File: config.mk
export PLATFORM = sky130hd
export DESIGN_NAME = lcd_rd_ctrl
export DESIGN_NICKNAME = d
export VERILOG_FILES = /design/src/rtl/lcd_pkg.sv /design/src/rtl/lcd_phase_cnt.sv /design/src/rtl/lcd_rd_ctrl.sv
export SDC_FILE = /design/constraint.sdc
export NUM_CORES = 1
export LEC_CHECK = 0
export CAP_MARGIN = 15
export CORE_ASPECT_RATIO = 1.5
export CORE_MARGIN = 5
export CORE_UTILIZATION = 62
export CTS_CLUSTER_DIAMETER = 150
export DETAILED_ROUTE_END_ITERATION = 12
export DONT_BUFFER_PORTS = 1
export PLACE_DENSITY = 0.87
export SYNTH_ARGS = -nofsm -noshare
export SYNTH_HDL_FRONTEND = slang
export SYNTH_HIERARCHICAL = 1
export SYNTH_SLANG_ARGS = --single-unit
File: constraint.sdc
create_clock -name clk -period 2.9 [get_ports clk]
set_clock_uncertainty 0.2 [all_clocks]
set_input_delay 0.29 -clock clk [delete_from_list [all_inputs] [get_ports clk]]
set_output_delay 0.29 -clock clk [all_outputs]
set_load 0.05 [all_outputs]
File: src/rtl/lcd_pkg.sv
// Shared definitions for the HD44780 4-bit bus controllers: state encoding,
// default bus timing and the busy-flag position in the status byte.
package lcd_pkg;

   typedef enum logic [3:0] {
      ST_IDLE     = 4'd0,
      ST_SETUP_HI = 4'd1,
      ST_EN_HI    = 4'd2,
      ST_HOLD_HI  = 4'd3,
      ST_GAP      = 4'd4,
      ST_SETUP_LO = 4'd5,
      ST_EN_LO    = 4'd6,
      ST_HOLD_LO  = 4'd7
   } lcd_state_e;

   localparam int LCD_SETUP_CYC = 1;
   localparam int LCD_EN_CYC    = 4;
   localparam int LCD_HOLD_CYC  = 1;
   localparam int LCD_GAP_CYC   = 24;
   localparam int LCD_MAX_POLLS = 255;
   localparam int BUSY_BIT      = 7;

   function automatic logic lcd_busy_flag(input logic [7:0] status_byte);
      return status_byte[BUSY_BIT];
   endfunction

endpackage

File: src/rtl/lcd_phase_cnt.sv
// 8-bit loadable down-counter timing each bus phase; zero marks the last
// cycle of the phase currently loaded.
module lcd_phase_cnt
   import lcd_pkg::*;
(
   input  logic       clk,
   input  logic       rst,
   input  logic       load,
   input  logic [7:0] value,
   output logic       zero
);

   logic [7:0] cnt_r;

   // Reload on state entry, otherwise count down and park at zero
   always_ff @(posedge clk) begin
      if (rst) begin
         cnt_r <= 8'd0;
      end else if (load) begin
         cnt_r <= value;
      end else if (cnt_r != 8'd0) begin
         cnt_r <= cnt_r - 8'd1;
      end else begin
         cnt_r <= cnt_r;
      end
   end

   assign zero = (cnt_r == 8'd0);

endmodule

File: src/rtl/lcd_rd_ctrl.sv
// HD44780 4-bit read controller: two enable-strobed nibble reads per byte,
// with optional repeated status reads until the busy flag clears.
module lcd_rd_ctrl
   import lcd_pkg::*;
#(
   parameter int SETUP_CYC = LCD_SETUP_CYC,
   parameter int EN_CYC    = LCD_EN_CYC,
   parameter int HOLD_CYC  = LCD_HOLD_CYC,
   parameter int GAP_CYC   = LCD_GAP_CYC,
   parameter int MAX_POLLS = LCD_MAX_POLLS
)(
   input  logic       clk,
   input  logic       rst,
   input  logic       start,
   input  logic       rs,
   input  logic       poll,
   input  logic [3:0] lcd_data_in,
   output logic       rs_out,
   output logic       rw_out,
   output logic       enable,
   output logic [7:0] dataout,
   output logic       valid,
   output logic       busy,
   output logic       timeout
);

   localparam logic [7:0] SETUP_LEN_C = 8'(SETUP_CYC - 1);
   localparam logic [7:0] EN_LEN_C    = 8'(EN_CYC - 1);
   localparam logic [7:0] HOLD_LEN_C  = 8'(HOLD_CYC - 1);
   localparam logic [7:0] GAP_LEN_C   = 8'(GAP_CYC - 1);
   localparam logic [7:0] MAX_POLLS_C = 8'(MAX_POLLS);

   lcd_state_e state_r;
   lcd_state_e state_nxt_s;
   logic       load_s;
   logic [7:0] load_val_s;
   logic       zero_s;
   logic       poll_r;
   logic [7:0] poll_cnt_r;
   logic [3:0] hi_r;
   logic [3:0] lo_r;
   logic [7:0] byte_s;
   logic       poll_again_s;

   assign byte_s       = {hi_r, lo_r};
   assign poll_again_s = poll_r && lcd_busy_flag(byte_s) && (poll_cnt_r < MAX_POLLS_C);

   lcd_phase_cnt u_phase_cnt (
      .clk   (clk),
      .rst   (rst),
      .load  (load_s),
      .value (load_val_s),
      .zero  (zero_s)
   );

   // Next-state decode; every transition reloads the phase counter
   always_comb begin
      state_nxt_s = state_r;
      case (state_r)
         ST_IDLE:     if (start)  state_nxt_s = ST_SETUP_HI; else state_nxt_s = ST_IDLE;
         ST_SETUP_HI: if (zero_s) state_nxt_s = ST_EN_HI;    else state_nxt_s = ST_SETUP_HI;
         ST_EN_HI:    if (zero_s) state_nxt_s = ST_HOLD_HI;  else state_nxt_s = ST_EN_HI;
         ST_HOLD_HI:  if (zero_s) state_nxt_s = ST_GAP;      else state_nxt_s = ST_HOLD_HI;
         ST_GAP:      if (zero_s) state_nxt_s = ST_SETUP_LO; else state_nxt_s = ST_GAP;
         ST_SETUP_LO: if (zero_s) state_nxt_s = ST_EN_LO;    else state_nxt_s = ST_SETUP_LO;
         ST_EN_LO:    if (zero_s) state_nxt_s = ST_HOLD_LO;  else state_nxt_s = ST_EN_LO;
         ST_HOLD_LO: begin
            if (!zero_s) begin
               state_nxt_s = ST_HOLD_LO;
            end else if (poll_again_s) begin
               state_nxt_s = ST_SETUP_HI;
            end else begin
               state_nxt_s = ST_IDLE;
            end
         end
         default:     state_nxt_s = ST_IDLE;
      endcase
   end

   // Phase length of the state being entered
   always_comb begin
      load_s     = (state_nxt_s != state_r);
      load_val_s = 8'd0;
      case (state_nxt_s)
         ST_SETUP_HI, ST_SETUP_LO: load_val_s = SETUP_LEN_C;
         ST_EN_HI,    ST_EN_LO:    load_val_s = EN_LEN_C;
         ST_HOLD_HI,  ST_HOLD_LO:  load_val_s = HOLD_LEN_C;
         ST_GAP:                   load_val_s = GAP_LEN_C;
         default:                  load_val_s = 8'd0;
      endcase
   end

   // State, nibble capture and registered bus/handshake outputs
   always_ff @(posedge clk) begin
      if (rst) begin
         state_r    <= ST_IDLE;
         rs_out     <= 1'b0;
         rw_out     <= 1'b0;
         enable     <= 1'b0;
         dataout    <= 8'h00;
         valid      <= 1'b0;
         busy       <= 1'b0;
         timeout    <= 1'b0;
         poll_r     <= 1'b0;
         poll_cnt_r <= 8'd0;
         hi_r       <= 4'h0;
         lo_r       <= 4'h0;
      end else begin
         state_r <= state_nxt_s;
         valid   <= 1'b0;
         timeout <= 1'b0;
         enable  <= (state_nxt_s == ST_EN_HI) || (state_nxt_s == ST_EN_LO);
         case (state_r)
            ST_IDLE: begin
               if (start) begin
                  rs_out     <= rs;
                  rw_out     <= 1'b1;
                  busy       <= 1'b1;
                  poll_r     <= poll;
                  poll_cnt_r <= 8'd1;
               end
            end
            ST_EN_HI: begin
               if (zero_s) hi_r <= lcd_data_in;
            end
            ST_EN_LO: begin
               if (zero_s) lo_r <= lcd_data_in;
            end
            ST_HOLD_LO: begin
               if (zero_s) begin
                  if (poll_again_s) begin
                     poll_cnt_r <= poll_cnt_r + 8'd1;
                  end else begin
                     dataout <= byte_s;
                     valid   <= 1'b1;
                     timeout <= poll_r && lcd_busy_flag(byte_s);
                     rw_out  <= 1'b0;
                     busy    <= 1'b0;
                  end
               end
            end
            default: begin
            end
         endcase
      end
   end

endmodule

==> Word-level counts from Yosys, hierarchy flattened <==
Cells that the tools add are included.
{ "word_totals": {"reg_bits": 42, "input_bits": 9, "output_inout_bits": 14, "word_cells": 72} }
{ "classes": {"addsub": 2, "order_cmp": 1, "eq_ne": 15, "muxes": 22, "bitwise": 3, "n_reduce_logical": 17} }
{ "ops": {"columns": ["operator", "n"], "rows": [
  ["2-to-1 mux 8 bit", 5],
  ["one-hot mux 4 bit (8 select lines)", 1],
  ["equality test 4 x 3 -> 1 bit (second input constant)", 6],
  ["one-hot mux 8 bit (2 select lines)", 1],
  ["equality test 4 x 2 -> 1 bit (second input constant)", 3],
  ["one-hot mux 5 bit (2 select lines)", 1],
  ["2-to-1 mux 1 bit", 9],
  ["adder 8 x 1 -> 8 bit (second input constant)", 1],
  ["zero test 8 bit", 1],
  ["less-than comparator 8 bit (second input constant)", 1],
  ["inequality test 2 bit (second input constant)", 4],
  ["AND reduction 4 bit", 2],
  ["nonzero test 8 bit", 1],
  ["subtractor 8 x 1 -> 8 bit (second input constant)", 1],
  ["2-to-1 mux 3 bit", 2],
  ["AND reduction 2 bit", 3],
  ["equality test 4 x 1 -> 1 bit (second input constant)", 1],
  ["zero test 4 bit", 1],
  ["2-to-1 mux 2 bit", 2],
  ["inequality test 4 bit", 1],
  ["nonzero test 2 bit", 2],
  ["OR reduction 4 bit", 1],
  ["inverter 1 bit", 3],
  ["AND reduction 3 bit", 1],
  ["5 further kinds", 6]
]} }

==> Depth between registers and ports, before layout <==
Gate-level depths: netlist of the first run.
{ "logic_depth": {"word_depth": 9, "depth_mapped": 11} }

==> Hierarchy <==
The synthesis of the first run kept the hierarchy.
{ "by_module_without_submodules": {"columns": ["module", "n_inst", "cells_each", "area_each_um2", "seq_area_each_um2"], "rows": [
  ["lcd_rd_ctrl", 1, 173, 1561.5, 660.6],
  ["lcd_phase_cnt", 1, 53, 475.5, 160.2]
]} }

==> Least setup slack after synthesis of the first run <==
No wires, ideal clock.
{ "synth_path": {"path_type": "reg-to-reg", "start": "reg u_phase_cnt.cnt_r[0]", "end": "reg u_phase_cnt.cnt_r[2]", "setup_ns": 0.092, "t_arrival_ns": 2.051, "required_ns": 2.608, "setup_slack_ns": 0.556, "path_stages_with_launch": 10, "n_path_buf": 2, "synth_period_minus_slack_ns": 2.344, "path_cell_list": "dfxtp_1 inv_1 ha_1 and4bb_1 buf_6 buf_2 or4b_2 o21ai_0 nand2_1 o32ai_1"} }
{ "synth_between": {"elab_chain_len": 7, "elab_cells_between_ends": 20, "cone_classes": "add/sub: 1; eq/ne: 4; mux: 11; reduce/logical: 4"} }
{ "synth_lines": {"columns": ["item", "line_no", "text"], "rows": [
  ["from (decl)", "lcd_phase_cnt.sv:13", "logic [7:0] cnt_r;"],
  ["from (signal assigned)", "lcd_phase_cnt.sv:20", "cnt_r <= value;"],
  ["from (signal assigned)", "lcd_phase_cnt.sv:22", "cnt_r <= cnt_r - 8'd1;"],
  ["from (signal assigned)", "lcd_phase_cnt.sv:24", "cnt_r <= cnt_r;"],
  ["zero test 8 bit (*)", "lcd_phase_cnt.sv:28", "assign zero = (cnt_r == 8'd0);"],
  ["via zero_s", "lcd_rd_ctrl.sv:37", "logic zero_s;"],
  ["2-to-1 mux 3 bit (tied with other cells)", "lcd_rd_ctrl.sv:68", "if (!zero_s) begin"],
  ["one-hot mux 4 bit (8 select lines) (*)", "lcd_rd_ctrl.sv:59", "case (state_r)"],
  ["equality test 4 x 2 -> 1 bit / equality test 4 x 3 -> 1 bit (equally long branches)", "lcd_rd_ctrl.sv:84", "case (state_nxt_s)"],
  ["OR reduction 2 bit", "lcd_rd_ctrl.sv:84", null],
  ["one-hot mux 5 bit (2 select lines) (*)", "lcd_rd_ctrl.sv:84", null],
  ["via load_val_s[2]", "lcd_rd_ctrl.sv:36", "logic [7:0] load_val_s;"],
  ["2-to-1 mux 8 bit (*)", "lcd_phase_cnt.sv:19", "end else if (load) begin"]
]} }
Mark *: on every way through the listed nets, which the timed path passes. The rest lies on a longest branch. The select of a mux whose other input is x is not followed.
A chain may end at the register's enable or synchronous reset.

==> Worst setup path in the final report of the first run <==
{ "layout_path": {"start": "reg u_phase_cnt.cnt_r[3]", "end": "reg dataout[1]"} }
{ "layout_between": {"elab_chain_len": 2} }
{ "layout_lines": {"columns": ["item", "line_no", "text"], "rows": [
  ["zero test 8 bit", "lcd_phase_cnt.sv:28", null],
  ["via zero_s", "lcd_rd_ctrl.sv:37", null],
  ["AND reduction 3 bit (no line)", null, null],
  ["to (signal assigned)", "lcd_rd_ctrl.sv:134", "dataout <= byte_s;"],
  ["to (decl)", "lcd_rd_ctrl.sv:21", "output logic [7:0] dataout,"]
]} }
The timed path passes the listed nets, and every way through them passes these cells.

==> results.json, run 1 <==
{
  "status": "completed",
  "syn_area_sq_um": 2037,
  "n_antenna_cell": 0,
  "synth_edf_count": 0,
  "hold_viol": 0,
  "first_iter_violations": 63,
  "r2r_start": "u_phase_cnt/cnt_r[3]",
  "syn_to_final_growth_pct": 8.722,
  "cp.arrival_ns": 2.62,
  "crit_fanout": 16,
  "yosysWarnings": 6,
  "start_util": 0.6448,
  "ys.flop_type": "dfxtp_1",
  "worstSetupEndpointType": "flop",
  "drive_gt1_frac": 0.1064,
  "regToRegEndpoint": "dataout[1]",
  "synth_cell_types": 47,
  "syn_area_per_cell_sq_um": 9.013,
  "drtPass1Iterations": 4,
  "clkTransAtPathRegs_ns": 0.08,
  "design.die.area_sq_um": 4555,
  "critPathBufInv": 0,
  "hold_buffers": 7,
  "clock_latency_ns": 0.29,
  "clk_path_buf_depth": 2,
  "antenna_found_initial": 0,
  "crit_family": "simple AND/OR/NAND/NOR gates",
  "post_drt_wl_per_cell_microns": 16.68,
  "reg2reg_depth": 6,
  "dp_hpwl_microns": 2900,
  "cp.required_ns": 2.88,
  "pin_count": 23,
  "core_area_sq_um": 3159,
  "clockRootBuffer": "clkbuf_8",
  "worstSetupStartpointType": "flop",
  "worstSetupPathType": "flop to flop",
  "vias": 1720,
  "drt-total-wl_microns": 4588,
  "tns_ns": 0,
  "postSynthCellCount": 226,
  "maxCapViolations": 0,
  "fmax_mhz": 378.3,
  "grt_max_degree": 40,
  "grt_pass1_wl_microns": 7928,
  "rows": 25,
  "rsz0062_at_grt": "no",
  "h-tree-depth": 2,
  "first_global_vias": 1741,
  "ys_async_sr_fraction": 0,
  "io_buffers": 0,
  "min_to": "poll_cnt_r[0]",
  "die_w_microns": 56.80,
  "antenna_left": 0,
  "gp_congestion": 0.8580,
  "path_cells": "nor4_4, and4bb_1, nand4b_1, nand3_1, o21ai_0, a21oi_1",
  "synth_seq_cells": 41,
  "finalCritPeriodShare": 0.9115,
  "worstMarginPinSlew_ns": 0.7213,
  "post-cts-setup-buffer-count": 0,
  "fp.dieH_microns": 80.20,
  "vdd_ir_drop_max_mv": 0.4979,
  "yosysSeqAreaShare": 0.4029,
  "setup_slack_ns": 0.2566,
  "min_from": "rst",
  "slew_headroom": 0.5128,
  "maxSlewViolCount": 0,
  "tritoncts": "built",
  "cts_sinks": 41,
  "place_ws_ns": 0.3671,
  "gr-total-overflow": 0,
  "final_nets": 245,
  "hp-class": "primary input to flop",
  "ctsResizeCount": 0,
  "p_leak_nw": 0.7927,
  "setup_viol": 0,
  "fin_total_pwr_mw": 1.739,
  "viasPerCell": 6.255,
  "pwr_density_cell_nw_per_um2": 785.2,
  "rrSetupSlack_ns": 0.26,
  "cts_buffers": 5,
  "cp.depth": 6,
  "fin_crit_ns": 2.643,
  "grt_usage": 0.2238,
  "whs_path_depth": 2,
  "max_stage_delay_ns": 0.59,
  "cpMaxStageDelayCell": "and4bb_1",
  "drcViolationCount": 0
}
==> layer usage <==
metal,vias to the layer above,wire length (microns),share of wire,track usage
li1,829,-,-,-
met1,805,1718,0.37,0.2418
met4,0,160,0.035,0.1369
met3,16,315,0.069,0.04662
met2,70,2394,0.52,0.3935
met5,-,0,0,0
==> synthesized netlist by cell type, types with 2 or more instances <==
cell type,n,area [sq um]
a211oi_1,3,22.52
a21oi_1,16,80.08
buf_2,3,15.01
buf_6,4,45.04
clkbuf_1,6,22.52
dfxtp_1,41,820.8
ha_1,2,25.02
inv_1,4,15.01
mux2i_1,18,180.2
nand2_1,26,97.59
nand3_1,15,75.07
nand4_1,2,12.51
nand4b_1,2,17.52
nor2_1,20,75.07
nor2b_1,2,12.51
nor3_1,8,40.04
o21ai_0,10,50.05
o32ai_1,4,35.03
or2_2,2,12.51
or3_1,7,43.79
xnor2_1,3,26.28
xor2_1,3,26.28
==> area by class of cell <==
type,count,area [sq um]
repair buffers,12,120.1
multi-input cells,170,1122
well taps,40,50.05
flip-flops and latches,41,820.8
clock inverters,3,17.52
inverters,4,15.01
clock buffers,5,68.82
fillers,226,944.7
==> per-stage QoR <==
stage	hold WS (ns)	cells	utilization	area (sq um)
after global routing	0.01182	275	0.7010	2215
final	0.02504	275	0.7010	2215
after detailed placement	0.1667	259	0.6451	2038
after CTS	0.005509	274	0.6978	2205
after floorplan	0.2339	229	-	2048
after global placement	0.1638	259	0.6451	2038
==> sequential cells by signal, indices dropped and copies added, names as in the netlist <==
signal,flops
rs_out,1
state_r,3
poll_r,1
valid,1
dataout,8
poll_cnt_r,8
timeout,1
hi_r,4
u_phase_cnt/cnt_r,8
lo_r,4
busy,1
enable,1
==> logic make-up (layout without fill, tap and decap cells) <==
logic type / count (synthesis) / count (layout) / synth area share
and+or+nand+nor: 97 / 97 / 0.2629
other: 1 / 4 / 0.001841
adders and majority gates: 2 / 2 / 0.01228
DFF: 41 / 41 / 0.4029
muxes: 18 / 18 / 0.08845
AOI/OAI and AO/OA: 43 / 43 / 0.1542
buffers and inverters: 18 / 24 / 0.05159
xor gates and xnor gates: 6 / 6 / 0.02580
==> how the worst max path moves through the flow <==
stage / from / endpoint / slack (ns)
floorplan: u_phase_cnt/cnt_r[0] / u_phase_cnt/cnt_r[2] / 0.56
global placement: u_phase_cnt/cnt_r[3] / poll_cnt_r[6] / 0.43
detailed placement: u_phase_cnt/cnt_r[3] / dataout[0] / 0.37
CTS: u_phase_cnt/cnt_r[3] / poll_cnt_r[0] / 0.34
global route: u_phase_cnt/cnt_r[3] / dataout[1] / 0.09
finish: u_phase_cnt/cnt_r[3] / dataout[1] / 0.26
==> layout by cell type, fill, tap and decap left out, types with 2 or more instances in the layout <==
master	netlist	routed
nor3_1	8	8
a211oi_1	3	3
or2_2	2	2
o21ai_0	10	10
xnor2_1	3	3
nand3_1	15	15
xor2_1	3	3
nand4b_1	2	2
conb_1	1	4
nand2_1	26	26
nand4_1	2	2
nor2b_1	2	2
o32ai_1	4	4
clkinv_2	0	2
clkbuf_8	0	5
nor2_1	20	20
dlygate4sd3_1	0	7
mux2i_1	18	18
inv_1	4	4
dfxtp_1	41	41
ha_1	2	2
a21oi_1	16	16
buf_4	1	4
or3_1	7	7
==> worst reg2reg max path, delay by kind of cell (launching register included) <==
| family | cells | cell delay (ns) |
|---|---|---|
| AO/OA/AOI/OAI | 2 | 0.43 |
| flip-flops | 1 | 0.36 |
| AND/OR/NAND/NOR | 4 | 1.55 |
==> report_power, final <==
group | internal (mW) | switching (mW) | leakage [nW]
sequential | 0.642 | 0.118 | 0.333
clock | 0.166 | 0.197 | 0.0439
combinational | 0.275 | 0.342 | 0.415
Power figures use the tool's default switching activity.
==> run 2: changes to the inputs <==
- SKIP_LAST_GASP: default -> 1
==> results of run 2 <==
Final layout, timing and power as in run 1 (identical DEF).
==> run 3: changes to the inputs <==
- CORE_UTILIZATION: 62 -> 60
- CTS_CLUSTER_SIZE: default -> 12
- PLACE_DENSITY: 0.87 -> 0.85
==> results.json, run 3 (synthesized netlist as in run 1, its figures left out) <==
{
  "crit_fanout": 16,
  "clockRootBuffer": "clkbuf_8",
  "clock_latency_ns": 0.29,
  "die_w_microns": 57.58,
  "hold_viol": 0,
  "fp.dieH_microns": 81.36,
  "worstSetupEndpointType": "flop",
  "slew_headroom": 0.5729,
  "core_area_sq_um": 3351,
  "path_cells": "nor4_4, and4bb_1, nand4b_1, nand3_1, o21ai_0, a21oi_1",
  "cts_sinks": 41,
  "regToRegEndpoint": "dataout[5]",
  "rrSetupSlack_ns": 0.31,
  "grt_usage": 0.2053,
  "grt_max_degree": 41,
  "h-tree-depth": 2,
  "cp.required_ns": 2.88,
  "first_global_vias": 1702,
  "rsz0062_at_grt": "no",
  "gr-total-overflow": 0,
  "critPathBufInv": 0,
  "maxSlewViolCount": 0,
  "drive_gt1_frac": 0.1068,
  "antenna_left": 0,
  "worstMarginPinSlew_ns": 0.6323,
  "cpMaxStageDelayCell": "and4bb_1",
  "drt-total-wl_microns": 4359,
  "setup_viol": 0,
  "antenna_found_initial": 0,
  "clk_path_buf_depth": 2,
  "pin_count": 23,
  "tns_ns": 0,
  "fin_crit_ns": 2.595,
  "clkTransAtPathRegs_ns": 0.08,
  "final_common_cell": "dfxtp_1",
  "finalCritPeriodShare": 0.8947,
  "rows": 26,
  "post_drt_wl_per_cell_microns": 15.79,
  "drcViolationCount": 0,
  "hp-class": "primary input to flop",
  "status": "completed",
  "r2r_start": "u_phase_cnt/cnt_r[3]",
  "worstSetupPathType": "flop to flop",
  "final_cell_mix": "41 x dfxtp_1, 26 x nand2_1, 20 x nor2_1",
  "grt_pass1_wl_microns": 7493,
  "post-cts-setup-buffer-count": 0,
  "vias": 1680,
  "fmax_mhz": 385.4,
  "cp.arrival_ns": 2.57,
  "final_nets": 244,
  "vdd_ir_drop_max_mv": 0.5948,
  "start_util": 0.6079,
  "worstSetupStartpointType": "flop",
  "crit_family": "simple AND/OR/NAND/NOR gates",
  "drtPass1Iterations": 4,
  "viasPerCell": 6.087,
  "max_stage_delay_ns": 0.58,
  "io_buffers": 0,
  "n_antenna_cell": 0,
  "first_iter_violations": 38,
  "cts_buffers": 5,
  "fill_cells": 249,
  "syn_to_final_growth_pct": 9.644,
  "crit_end": "dataout[5]",
  "whs_ns": 0.006606,
  "tritoncts": "built",
  "maxCapViolations": 0,
  "pwr_density_cell_nw_per_um2": 819.4,
  "top_regs": "dataout x8, poll_cnt_r x8, u_phase_cnt/cnt_r x8",
  "p_leak_nw": 0.8031,
  "design.die.area_sq_um": 4684,
  "reg2reg_depth": 6,
  "gp_congestion": 0.7609,
  "cp.depth": 6,
  "dp_hpwl_microns": 2868,
  "critPathLaunch": "u_phase_cnt/cnt_r[3]"
}
==> run 3: routing by layer <==
metal	vias to the layer above	share of wire	GRT usage
li1	821	-	-
met1	801	0.39	0.2153
met2	43	0.53	0.3529
met3	15	0.049	0.05882
met4	0	0.033	0.1323
met5	-	0	0
==> run 3: how the worst min path moves through the flow <==
| stage | slack, ns | to | depth (start not counted) | startpoint |
|---|---|---|---|---|
| finish | 0.007 | u_phase_cnt/cnt_r[0] | 2 | rst |
| global route | 0.02 | u_phase_cnt/cnt_r[0] | 2 | rst |
| CTS | 0.001 | u_phase_cnt/cnt_r[0] | 2 | rst |
| detailed placement | 0.17 | dataout[3] | 1 | rst |
| global placement | 0.16 | dataout[3] | 1 | rst |
| floorplan | 0.23 | lo_r[0] | 2 | lcd_data_in[0] |
==> run 3: power breakdown <==
part | internal (mW) | switching (mW) | total, mW
clock | 0.258 | 0.197 | 0.455
sequential | 0.641 | 0.118 | 0.760
combinational | 0.274 | 0.342 | 0.616
==> run 3: timing repair <==
item / 4_1_cts / 5_1_grt
gates resized for setup: 0 / 0
hold endpoints to repair: 38 / 0
endpoints found under the setup margin: 0 / 0
hold buffers: 7 / 0
==> run 3: layout make-up <==
cell class,count,area [sq um],area share
multi-input cells,170,1122,0.5025
clock buffers,5,68.82,0.03081
flip-flops and latches,41,820.8,0.3675
clock inverters,3,43.79,0.01961
well taps,42,52.55,0.02353
repair buffers,11,110.1,0.04930
inverters,4,15.01,0.006723
==> run 3: stage by stage <==
stage / area, sq um / instances / util / power, mW / setup slack, ns
3_5_place_dp: 2041 / 261 / 0.6090 / 1.356 / 0.3451
6_report: 2233 / 276 / 0.6665 / 1.830 / 0.3053
4_1_cts: 2233 / 276 / 0.6665 / 1.833 / 0.3308
5_1_grt: 2233 / 276 / 0.6665 / 1.944 / 0.1375
3_3_place_gp: 2041 / 261 / 0.6090 / 1.339 / 0.4107
2_1_floorplan: 2048 / 229 / - / 1.300 / 0.5564
